### config.mk
export PLATFORM = sky130hd
export DESIGN_NAME = cpu_fetch_unit
export DESIGN_NICKNAME = d
export VERILOG_FILES = /design/src/rtl/cpu_fetch_unit.sv
export SDC_FILE = /design/constraint.sdc
export NUM_CORES = 1
export LEC_CHECK = 0
export BUFFER_PORTS_ARGS = -buffer_cell sky130_fd_sc_hd__buf_2
export CORE_ASPECT_RATIO = 0.6
export CORE_UTILIZATION = 56
export CTS_CLUSTER_SIZE = 10
export DETAILED_ROUTE_END_ITERATION = 16
export GPL_TIMING_DRIVEN = 1
export PLACE_DENSITY = 0.86
export SETUP_SLACK_MARGIN = 0.1
export SYNTH_ARGS = -nofsm -noshare
export SYNTH_HDL_FRONTEND = slang
export SYNTH_SLANG_ARGS = --single-unit
### constraint.sdc
create_clock -name clk -period 4.3 [get_ports clk]
set_input_delay 0.86 -clock clk [delete_from_list [all_inputs] [get_ports clk]]
set_output_delay 0.86 -clock clk [all_outputs]
set_load 0.05 [all_outputs]
### src/rtl/cpu_fetch_unit.sv
// Instruction fetch/issue stage: holds the PC, fetches over a ready handshake,
// presents the instruction to decode and selects the next PC on retire.
module cpu_fetch_unit #(
  parameter int                  PC_WIDTH    = 16,
  parameter int                  INSTR_WIDTH = 16,
  parameter logic [PC_WIDTH-1:0] RESET_PC    = 16'h0000
) (
  input  logic                   clk,
  input  logic                   rst_n,
  output logic                   imem_req,
  output logic [PC_WIDTH-1:0]    imem_addr,
  input  logic                   imem_rdy,
  input  logic [INSTR_WIDTH-1:0] imem_rdata,
  output logic [INSTR_WIDTH-1:0] instr,
  output logic [2:0]             cpu_opcode,
  output logic                   instr_valid,
  input  logic                   instr_ready,
  input  logic                   cpu_jump,
  input  logic                   cpu_branch,
  input  logic                   alu_zero,
  output logic [PC_WIDTH-1:0]    pc,
  output logic [PC_WIDTH-1:0]    pc_plus2,
  output logic [15:0]            retire_cnt
);

  typedef enum logic [1:0] {IDLE, REQ, ISSUE} state_t;
  state_t state;

  logic [PC_WIDTH-1:0] next_pc, jmp_tgt, br_off;

  assign pc_plus2    = pc + PC_WIDTH'(2);
  assign imem_addr   = pc;
  assign imem_req    = (state == REQ);
  assign instr_valid = (state == ISSUE);
  assign cpu_opcode  = instr[INSTR_WIDTH-1 -: 3];

  // Jump keeps the region bits of pc+2; branch offset is a signed halfword count.
  assign jmp_tgt = {pc_plus2[PC_WIDTH-1:14], instr[12:0], 1'b0};
  assign br_off  = {{(PC_WIDTH-8){instr[6]}}, instr[6:0], 1'b0};

  always_comb begin
    next_pc = pc_plus2;
    if (cpu_jump)                   next_pc = jmp_tgt;
    else if (cpu_branch && alu_zero) next_pc = pc_plus2 + br_off;
  end

  always_ff @(posedge clk or negedge rst_n) begin
    if (!rst_n) begin
      state      <= IDLE;
      pc         <= RESET_PC;
      instr      <= '0;
      retire_cnt <= '0;
    end else begin
      case (state)
        IDLE: state <= REQ;
        REQ: if (imem_rdy) begin
          instr <= imem_rdata;
          state <= ISSUE;
        end
        ISSUE: if (instr_ready) begin
          pc         <= next_pc;
          retire_cnt <= retire_cnt + 16'd1;
          state      <= REQ;
        end
        default: state <= IDLE;
      endcase
    end
  end

endmodule

==> flow_metrics.env, run 1 <==
export IMPL_ys_warn_count=0
export IMPL_root_buffer="clkbuf_8"
export IMPL_io_buffers=104
export IMPL_core_um2=6111
export IMPL_grt_pass1_vias=2958
export IMPL_synth_seq_cells=49
export IMPL_vias=3175
export IMPL_clock_skew_ns=0.005906
export IMPL_grt_max_degree=50
export IMPL_maxCapViolations=0
export IMPL_synth_main_ff_cell="dfrtp_1"
export IMPL_multiInputGateArea_um2=2064
export IMPL_yosysSeqAreaShare_pct=34.58
export IMPL_nets=494
export IMPL_hold_path_class="flip-flop to flip-flop"
export IMPL_cts_resized=0
export IMPL_synth_area_um2=3546
export IMPL_drt_iter0_drc=257
export IMPL_endpoint_kind="flip-flop"
export IMPL_synth_area_per_cell_um2=9.584
export IMPL_final_cell_mix="buf_2 (104), dfrtp_1 (49), nand2_1 (32)"
export IMPL_synth_cells=370
export IMPL_insertion_delay_ns=0.30
export IMPL_rsz0062_at_grt="false"
export IMPL_grt_usage_pct=30.33
export IMPL_fin_setup_tns_ns=0
export IMPL_hold_violations=0
export IMPL_grt_overflow_total=0
export IMPL_seqCellArea_um2=1226
export IMPL_finalWirelength_mm=9.686
export IMPL_rows=22
export IMPL_postCtsHoldBufs=0
export IMPL_wire_per_inst_um=18.07
export IMPL_dpl_hpwl_mm=7.289
export IMPL_setup_viol=0
export IMPL_worstPathArrival_ns=3.50
export IMPL_critPathKind="flip-flop to flip-flop"
export IMPL_diodes=0
export IMPL_pin_count=108
export IMPL_finalCritPeriodShare_pct=76.23
export IMPL_required_ns=4.52
export IMPL_clock_sinks=49
export IMPL_drcViolationCount=0
export IMPL_cts_tree="yes"
export IMPL_synth_edff_count=0
export IMPL_ys_types=68
export IMPL_ant_nets=0
export IMPL_cts_made_buffers=5
export IMPL_grt_pass1_wl_mm=15.68
export IMPL_outcome="finished clean"
export IMPL_drive_above_1_share_pct=32.96
export IMPL_worstMarginPinSlew_ns=0.8758
export IMPL_routabilityCongestion=0.9140
export IMPL_drtPass1Iterations=6
export IMPL_htreeDepth=2
export IMPL_cts_setup_buffers=0
export IMPL_die_x_um=104.7
export IMPL_clkTransAtPathRegs_ns=0.10
export IMPL_slew_viol_final=0
export IMPL_min_period_ns=3.278
export IMPL_drt_vias_per_instance=5.924
export IMPL_synthToLayoutAreaGrowth_pct=14.50
export IMPL_die_h_um=63.64
export IMPL_antenna_found_initial=0
export IMPL_max_slew_margin_pct=41.44
export IMPL_worst_setup_path_start_kind="flip-flop"
export IMPL_clk_path_buf_depth=2
export IMPL_start_util_pct=58.03
export IMPL_n_fill_cell=528
export IMPL_final_common_cell="buf_2"
export IMPL_fmax_mhz=305.1
export IMPL_die_area_um2=6664
export IMPL_synth_async_reset_ratio_pct=100.0
export IMPL_critical_path_max_fanout=6
-- kinds of logic after synthesis --
family | share of synthesized area (%)
compound gates | 16.94
xor+xnor | 8.645
flops | 34.58
other cells | 0.1058
buf+inv | 7.410
fa+ha+maj | 7.269
mux | 6.210
simple gates | 18.84
-- synthesized netlist by cell type (4+ instances only) --
master,instances,share of area (%)
and3_1,8,1.4
dfrtp_1,49,35
buf_4,22,4.7
nor3_1,6,0.85
inv_1,9,0.95
o21ai_0,15,2.1
a21o_1,12,2.5
nor2_1,21,2.2
nand2b_1,6,1.1
o211ai_1,7,1.5
mux2_2,16,5.1
clkbuf_1,6,0.64
nand4_1,7,1.2
xnor2_1,17,4.2
nand3_1,14,2.0
a21oi_1,13,1.8
mux2i_1,4,1.1
ha_1,19,6.7
nand2_1,32,3.4
xor2_1,18,4.4
-- metal layers --
metal / GRT usage, % / up-vias / wire length (um)
li1: - / 1470 / -
met4: 5.458 / 0 / 36
met1: 45.50 / 1542 / 4544
met5: 0 / - / 0
met2: 43.38 / 159 / 4073
met3: 8.696 / 4 / 1031
-- state kept, by name, indices dropped and copies added (netlist names) --
name / count
imem_addr: 15
instr: 16
state: 2
retire_cnt: 16
-- metrics by stage --
step	instance area, um2	hold WS (ns)	setup slack [ns]	utilization (%)	instances
final	4060	0.4909	1.022	66.44	536
after global routing	4060	0.5049	0.8744	66.44	536
after CTS	4060	0.5002	1.061	66.44	536
after detailed placement	3961	0.4849	1.109	64.82	528
after global placement	3961	0.4492	1.184	64.82	528
after floorplan	3553	0.5048	0.2011	-	372
-- critical path: stages, from the launching register on --
cell and delay (ns):
dfrtp_1 0.45, ha_1 0.26, nand2_1 0.14, nor2_2 0.17, and4_1 0.22, xor2_1 0.31, ha_1 0.33, a21o_1 0.17
a21o_1 0.17, a21o_1 0.16, or3b_2 0.47, xnor2_1 0.13, o31ai_1 0.21
-- worst paths after layout --
check	cells after the start	start	slack [ns]	to
min in group asynchronous	2	rst_n	0.65	imem_addr[3]
hold reg to reg	1	retire_cnt[15]	0.49	retire_cnt[15]
hold / removal	1	retire_cnt[15]	0.49	retire_cnt[15]
max in group asynchronous	2	rst_n	3.21	retire_cnt[14]
setup reg to reg	12	imem_addr[1]	1.02	imem_addr[14]
setup / recovery	12	imem_addr[1]	1.02	imem_addr[14]
-- area by class of cell --
type | instances | area share, %
clock buffers | 6 | 2.034
clock inverters | 2 | 0.4006
flip-flops and latches | 49 | 30.20
inverters | 10 | 0.9245
repair buffers | 105 | 13.00
multi-input cells | 280 | 50.85
well taps | 84 | 2.589
Power of run 1 is not shown: default switching activity piles up to over one toggle a cycle in this logic, so the estimate is an artifact.
==> run 2, diff against run 1 <==
--- a/config.mk
+++ b/config.mk
@@ -7,11 +7,11 @@
 export LEC_CHECK = 0
 export BUFFER_PORTS_ARGS = -buffer_cell sky130_fd_sc_hd__buf_2
 export CORE_ASPECT_RATIO = 0.6
-export CORE_UTILIZATION = 56
+export CORE_UTILIZATION = 52
 export CTS_CLUSTER_SIZE = 10
 export DETAILED_ROUTE_END_ITERATION = 16
 export GPL_TIMING_DRIVEN = 1
-export PLACE_DENSITY = 0.86
+export PLACE_DENSITY = 0.81
 export SETUP_SLACK_MARGIN = 0.1
 export SYNTH_ARGS = -nofsm -noshare
 export SYNTH_HDL_FRONTEND = slang
==> constraint.sdc (replaced) <==
create_clock -name clk -period 3.3 [get_ports clk]
set_input_delay 0.66 -clock clk [delete_from_list [all_inputs] [get_ports clk]]
set_output_delay 0.66 -clock clk [all_outputs]
set_load 0.05 [all_outputs]
==> flow_metrics.env, run 2 (synthesis results as in run 1) <==
export IMPL_outcome="finished clean"
export IMPL_finalCritPeriodShare_pct=94.19
export IMPL_critical_path_max_fanout=7
export IMPL_grt_pass1_wl_mm=15.25
export IMPL_postCtsHoldBufs=0
export IMPL_fmax_mhz=321.7
export IMPL_worstMarginPinSlew_ns=0.8991
export IMPL_hold_path_class="flip-flop to flip-flop"
export IMPL_final_cell_mix="buf_2 (104), dfrtp_1 (38), nand2_1 (31)"
export IMPL_nets=497
export IMPL_cts_made_buffers=5
export IMPL_finalWirelength_mm=9.718
export IMPL_die_x_um=108.6
export IMPL_grt_usage_pct=28.17
export IMPL_clk_path_buf_depth=2
export IMPL_slew_viol_final=0
export IMPL_clock_skew_ns=0.003571
export IMPL_setup_viol=0
export IMPL_final_common_cell="buf_2"
export IMPL_endpoint_kind="flip-flop"
export IMPL_dpl_hpwl_mm=7.225
export IMPL_grt_max_degree=37
export IMPL_critPathKind="flip-flop to flip-flop"
export IMPL_wire_per_inst_um=18.03
export IMPL_htreeDepth=2
export IMPL_grt_overflow_total=0
export IMPL_hold_violations=0
export IMPL_worst_setup_path_start_kind="flip-flop"
export IMPL_synthToLayoutAreaGrowth_pct=23.54
export IMPL_die_h_um=65.97
export IMPL_drcViolationCount=0
export IMPL_start_util_pct=56.01
export IMPL_routabilityCongestion=0.9410
export IMPL_pin_count=108
export IMPL_core_um2=6331
export IMPL_worstPathArrival_ns=3.28
export IMPL_rows=22
export IMPL_rsz0062_at_grt="false"
export IMPL_insertion_delay_ns=0.30
export IMPL_n_fill_cell=485
export IMPL_diodes=0
export IMPL_vias=3220
export IMPL_cts_tree="yes"
export IMPL_ant_nets=0
export IMPL_io_buffers=104
export IMPL_clock_sinks=49
export IMPL_drt_vias_per_instance=5.974
export IMPL_root_buffer="clkbuf_16"
export IMPL_clkTransAtPathRegs_ns=0.07
export IMPL_fin_setup_tns_ns=0
export IMPL_min_period_ns=3.108
export IMPL_antenna_found_initial=0
export IMPL_drive_above_1_share_pct=39.56
export IMPL_drt_iter0_drc=250
export IMPL_maxCapViolations=0
export IMPL_die_area_um2=7164
export IMPL_drtPass1Iterations=7
export IMPL_required_ns=3.47
export IMPL_grt_pass1_vias=3050
export IMPL_max_slew_margin_pct=40.06
-- run 2: repair_timing --
item	in CTS	in global routing
gates resized for setup	0	2
setup endpoints to repair	0	1
buffers inserted	0	0
-- run 2: final timing paths --
path | endpoint | startpoint | cells past startpoint | slack, ns
worst max-delay path | imem_addr[15] | imem_addr[9] | 11 | 0.19
max in group asynchronous | instr[5] | rst_n | 2 | 2.15
worst min-delay path | retire_cnt[15] | retire_cnt[15] | 1 | 0.47
min in group asynchronous | imem_addr[15] | rst_n | 1 | 0.49
worst min register to register | retire_cnt[15] | retire_cnt[15] | 1 | 0.47
worst max register to register | imem_addr[15] | imem_addr[9] | 11 | 0.19
-- run 2: per-stage QoR --
step           area, um2  hold WS, ns  util [%]  setup slack [ns]  instances
2_1_floorplan       3786       0.3644         -           0.07865        372
3_3_place_gp        4217       0.4509     66.60            0.3304        531
3_5_place_dp        4217       0.4565     66.60            0.2790        531
4_1_cts             4370       0.4701     69.03            0.2602        539
5_1_grt             4380       0.4914     69.19            0.1345        539
6_report            4380       0.4723     69.19            0.1918        539
-- run 2: final cells by class --
type | count | area (um2) | area share (%)
repair buffers | 108 | 550.5 | 12.57
multi-input cells | 280 | 2283 | 52.13
flip-flops and latches | 49 | 1250 | 28.53
clock inverters | 3 | 28.78 | 0.6570
inverters | 10 | 37.54 | 0.8569
well taps | 84 | 105.1 | 2.399
clock buffers | 5 | 125.1 | 2.856
-- run 2: routing by layer --
| metal | routed length [um] | vias to the layer above | share of wire, % | track usage, % |
|---|---|---|---|---|
| met2 | 4062 | 183 | 42 | 40.51 |
| met5 | 0 | - | 0 | 0 |
| li1 | - | 1485 | - | - |
| met3 | 1205 | 9 | 12 | 10.34 |
| met4 | 46 | 0 | 0.47 | 5.236 |
| met1 | 4404 | 1543 | 45 | 40.48 |
-- run 2: worst max-delay path: stages, from the launching register on --
cell      delay [ns]
dfrtp_4         0.48
nand4_1         0.33
nor3_4          0.41
nand3_2         0.22
xnor2_4         0.21
ha_4            0.28
nor2_1          0.04
a211o_1         0.29
a2111o_1        0.41
o21ai_2         0.08
o31a_1          0.17
o31ai_2         0.06
Power of run 2 is left out for the same reason.
==> run 3, diff against run 2 <==
--- a/config.mk
+++ b/config.mk
@@ -6,12 +6,13 @@
 export NUM_CORES = 1
 export LEC_CHECK = 0
 export BUFFER_PORTS_ARGS = -buffer_cell sky130_fd_sc_hd__buf_2
+export CAP_MARGIN = 25
 export CORE_ASPECT_RATIO = 0.6
-export CORE_UTILIZATION = 52
+export CORE_UTILIZATION = 50
 export CTS_CLUSTER_SIZE = 10
 export DETAILED_ROUTE_END_ITERATION = 16
 export GPL_TIMING_DRIVEN = 1
-export PLACE_DENSITY = 0.81
+export PLACE_DENSITY = 0.78
 export SETUP_SLACK_MARGIN = 0.1
 export SYNTH_ARGS = -nofsm -noshare
 export SYNTH_HDL_FRONTEND = slang
==> flow_metrics.env, run 3 (synthesis results as in run 1) <==
export IMPL_fmax_mhz=332.2
export IMPL_grt_pass1_vias=2905
export IMPL_use_met1_pct=40.00
export IMPL_crit_buf_inv=0
export IMPL_postCtsHoldBufs=0
export IMPL_critPathKind="flip-flop to flip-flop"
export IMPL_setup_viol=0
export IMPL_slew_viol_final=0
export IMPL_critPathTopFamily="compound AO/OA/AOI/OAI gates"
export IMPL_root_buffer="clkbuf_16"
export IMPL_worstMarginPinSlew_ns=0.9040
export IMPL_top_usage_layer="met1"
export IMPL_nets=497
export IMPL_required_ns=3.47
export IMPL_critical_path_max_fanout=7
export IMPL_cts_setup_buffers=0
export IMPL_finalWirelength_mm=9.737
export IMPL_clock_skew_ns=0.003370
export IMPL_rsz0062_at_grt="false"
export IMPL_antenna_found_initial=0
export IMPL_worst_setup_path_start_kind="flip-flop"
export IMPL_pin_count=108
export IMPL_htreeDepth=2
export IMPL_cts_made_buffers=5
export IMPL_dpl_hpwl_mm=7.509
export IMPL_use_met2_pct=37.97
export IMPL_worstPathArrival_ns=3.18
export IMPL_final_cell_mix="buf_2 (104), dfrtp_1 (38), nand2_1 (31)"
export IMPL_grt_pass1_wl_mm=15.19
export IMPL_insertion_delay_ns=0.29
export IMPL_synthToLayoutAreaGrowth_pct=23.36
export IMPL_critPathMaxStageDelay_ns=0.49
export IMPL_slowest_stage="dfrtp_4"
export IMPL_ff2ff_path_depth=11
export IMPL_final_common_cell="buf_2"
export IMPL_finalCritPeriodShare_pct=91.22
export IMPL_grt_usage_pct=26.49
export IMPL_cts_resized=0
export IMPL_max_slew_margin_pct=39.55
export IMPL_met3_usage_pct=6.373
export IMPL_grt_max_degree=31
export IMPL_outcome="finished clean"
export IMPL_drive_above_1_share_pct=39.56
export IMPL_cts_tree="yes"
export IMPL_clkTransAtPathRegs_ns=0.07
export IMPL_hold_violations=0
export IMPL_cp_cell_sequence="nand4_1 -> nor3_4 -> nand3_2 -> xnor2_4 -> ha_4 -> nor2_1 -> a211o_1 -> a2111o_1 -> o21ai_2 -> o31a_1 -> o31ai_2"
export IMPL_clk_path_buf_depth=2
export IMPL_die_h_um=67.23
export IMPL_ant_nets=0
export IMPL_min_period_ns=3.010
export IMPL_drtPass1Iterations=4
export IMPL_io_buffers=104
export IMPL_drt_iter0_drc=233
export IMPL_routabilityCongestion=0.9590
export IMPL_wire_per_inst_um=17.96
export IMPL_clock_sinks=49
export IMPL_hold_ws_ns=0.3913
export IMPL_drt_vias_per_instance=5.910
export IMPL_grt_overflow_total=0
export IMPL_maxCapViolations=0
export IMPL_hold_path_class="input port to async pin"
export IMPL_path_depth=11
export IMPL_die_area_um2=7444
export IMPL_drcViolationCount=0
export IMPL_start_util_pct=52.43
export IMPL_fin_setup_tns_ns=0
export IMPL_die_x_um=110.7
export IMPL_rows=23
export IMPL_endpoint_kind="flip-flop"
export IMPL_core_um2=6763
export IMPL_diodes=0
export IMPL_vias=3203
[run 3: path summary, 6_finish.rpt]
check | endpoint | slack, ns | start
max in group asynchronous | instr[10] | 2.28 | rst_n
min | retire_cnt[15] | 0.39 | rst_n
max reg2reg | imem_addr[15] | 0.29 | imem_addr[9]
max | imem_addr[15] | 0.29 | imem_addr[9]
min in group clk | retire_cnt[7] | 0.49 | retire_cnt[7]
min reg2reg | retire_cnt[7] | 0.49 | retire_cnt[7]
[run 3: through the flow]
| step | utilization [%] | area, um2 | worst slack (ns) | cells |
|---|---|---|---|---|
| after floorplan | - | 3786 | 0.07865 | 372 |
| after global routing | 64.68 | 4374 | 0.1145 | 542 |
| final | 64.68 | 4374 | 0.2897 | 542 |
| after detailed placement | 62.41 | 4220 | 0.3173 | 534 |
| after global placement | 62.41 | 4220 | 0.3822 | 534 |
| after CTS | 64.68 | 4374 | 0.2924 | 542 |
[run 3: layout make-up]
class,count,area (um2)
flip-flops and latches,49,1250
clock inverters,3,28.78
clock buffers,5,125.1
inverters,10,37.54
repair buffers,108,550.5
fillers,567,2389
well taps,87,108.9
multi-input cells,280,2273
[run 3: worst reg2reg max path, stage by stage, from the launching register on]
cell      delay (ns)
dfrtp_4         0.49
nand4_1         0.24
nor3_4          0.36
nand3_2         0.23
xnor2_4         0.22
ha_4            0.29
nor2_1          0.04
a211o_1         0.30
a2111o_1        0.41
o21ai_2         0.08
o31a_1          0.17
o31ai_2         0.06
[run 3: layer usage]
metal / part of all wire, % / routed length, um
met1: 48 / 4719
met2: 42 / 4051
met3: 9.5 / 922
met5: 0 / 0
met4: 0.45 / 44
Power of run 3 is left out for the same reason.
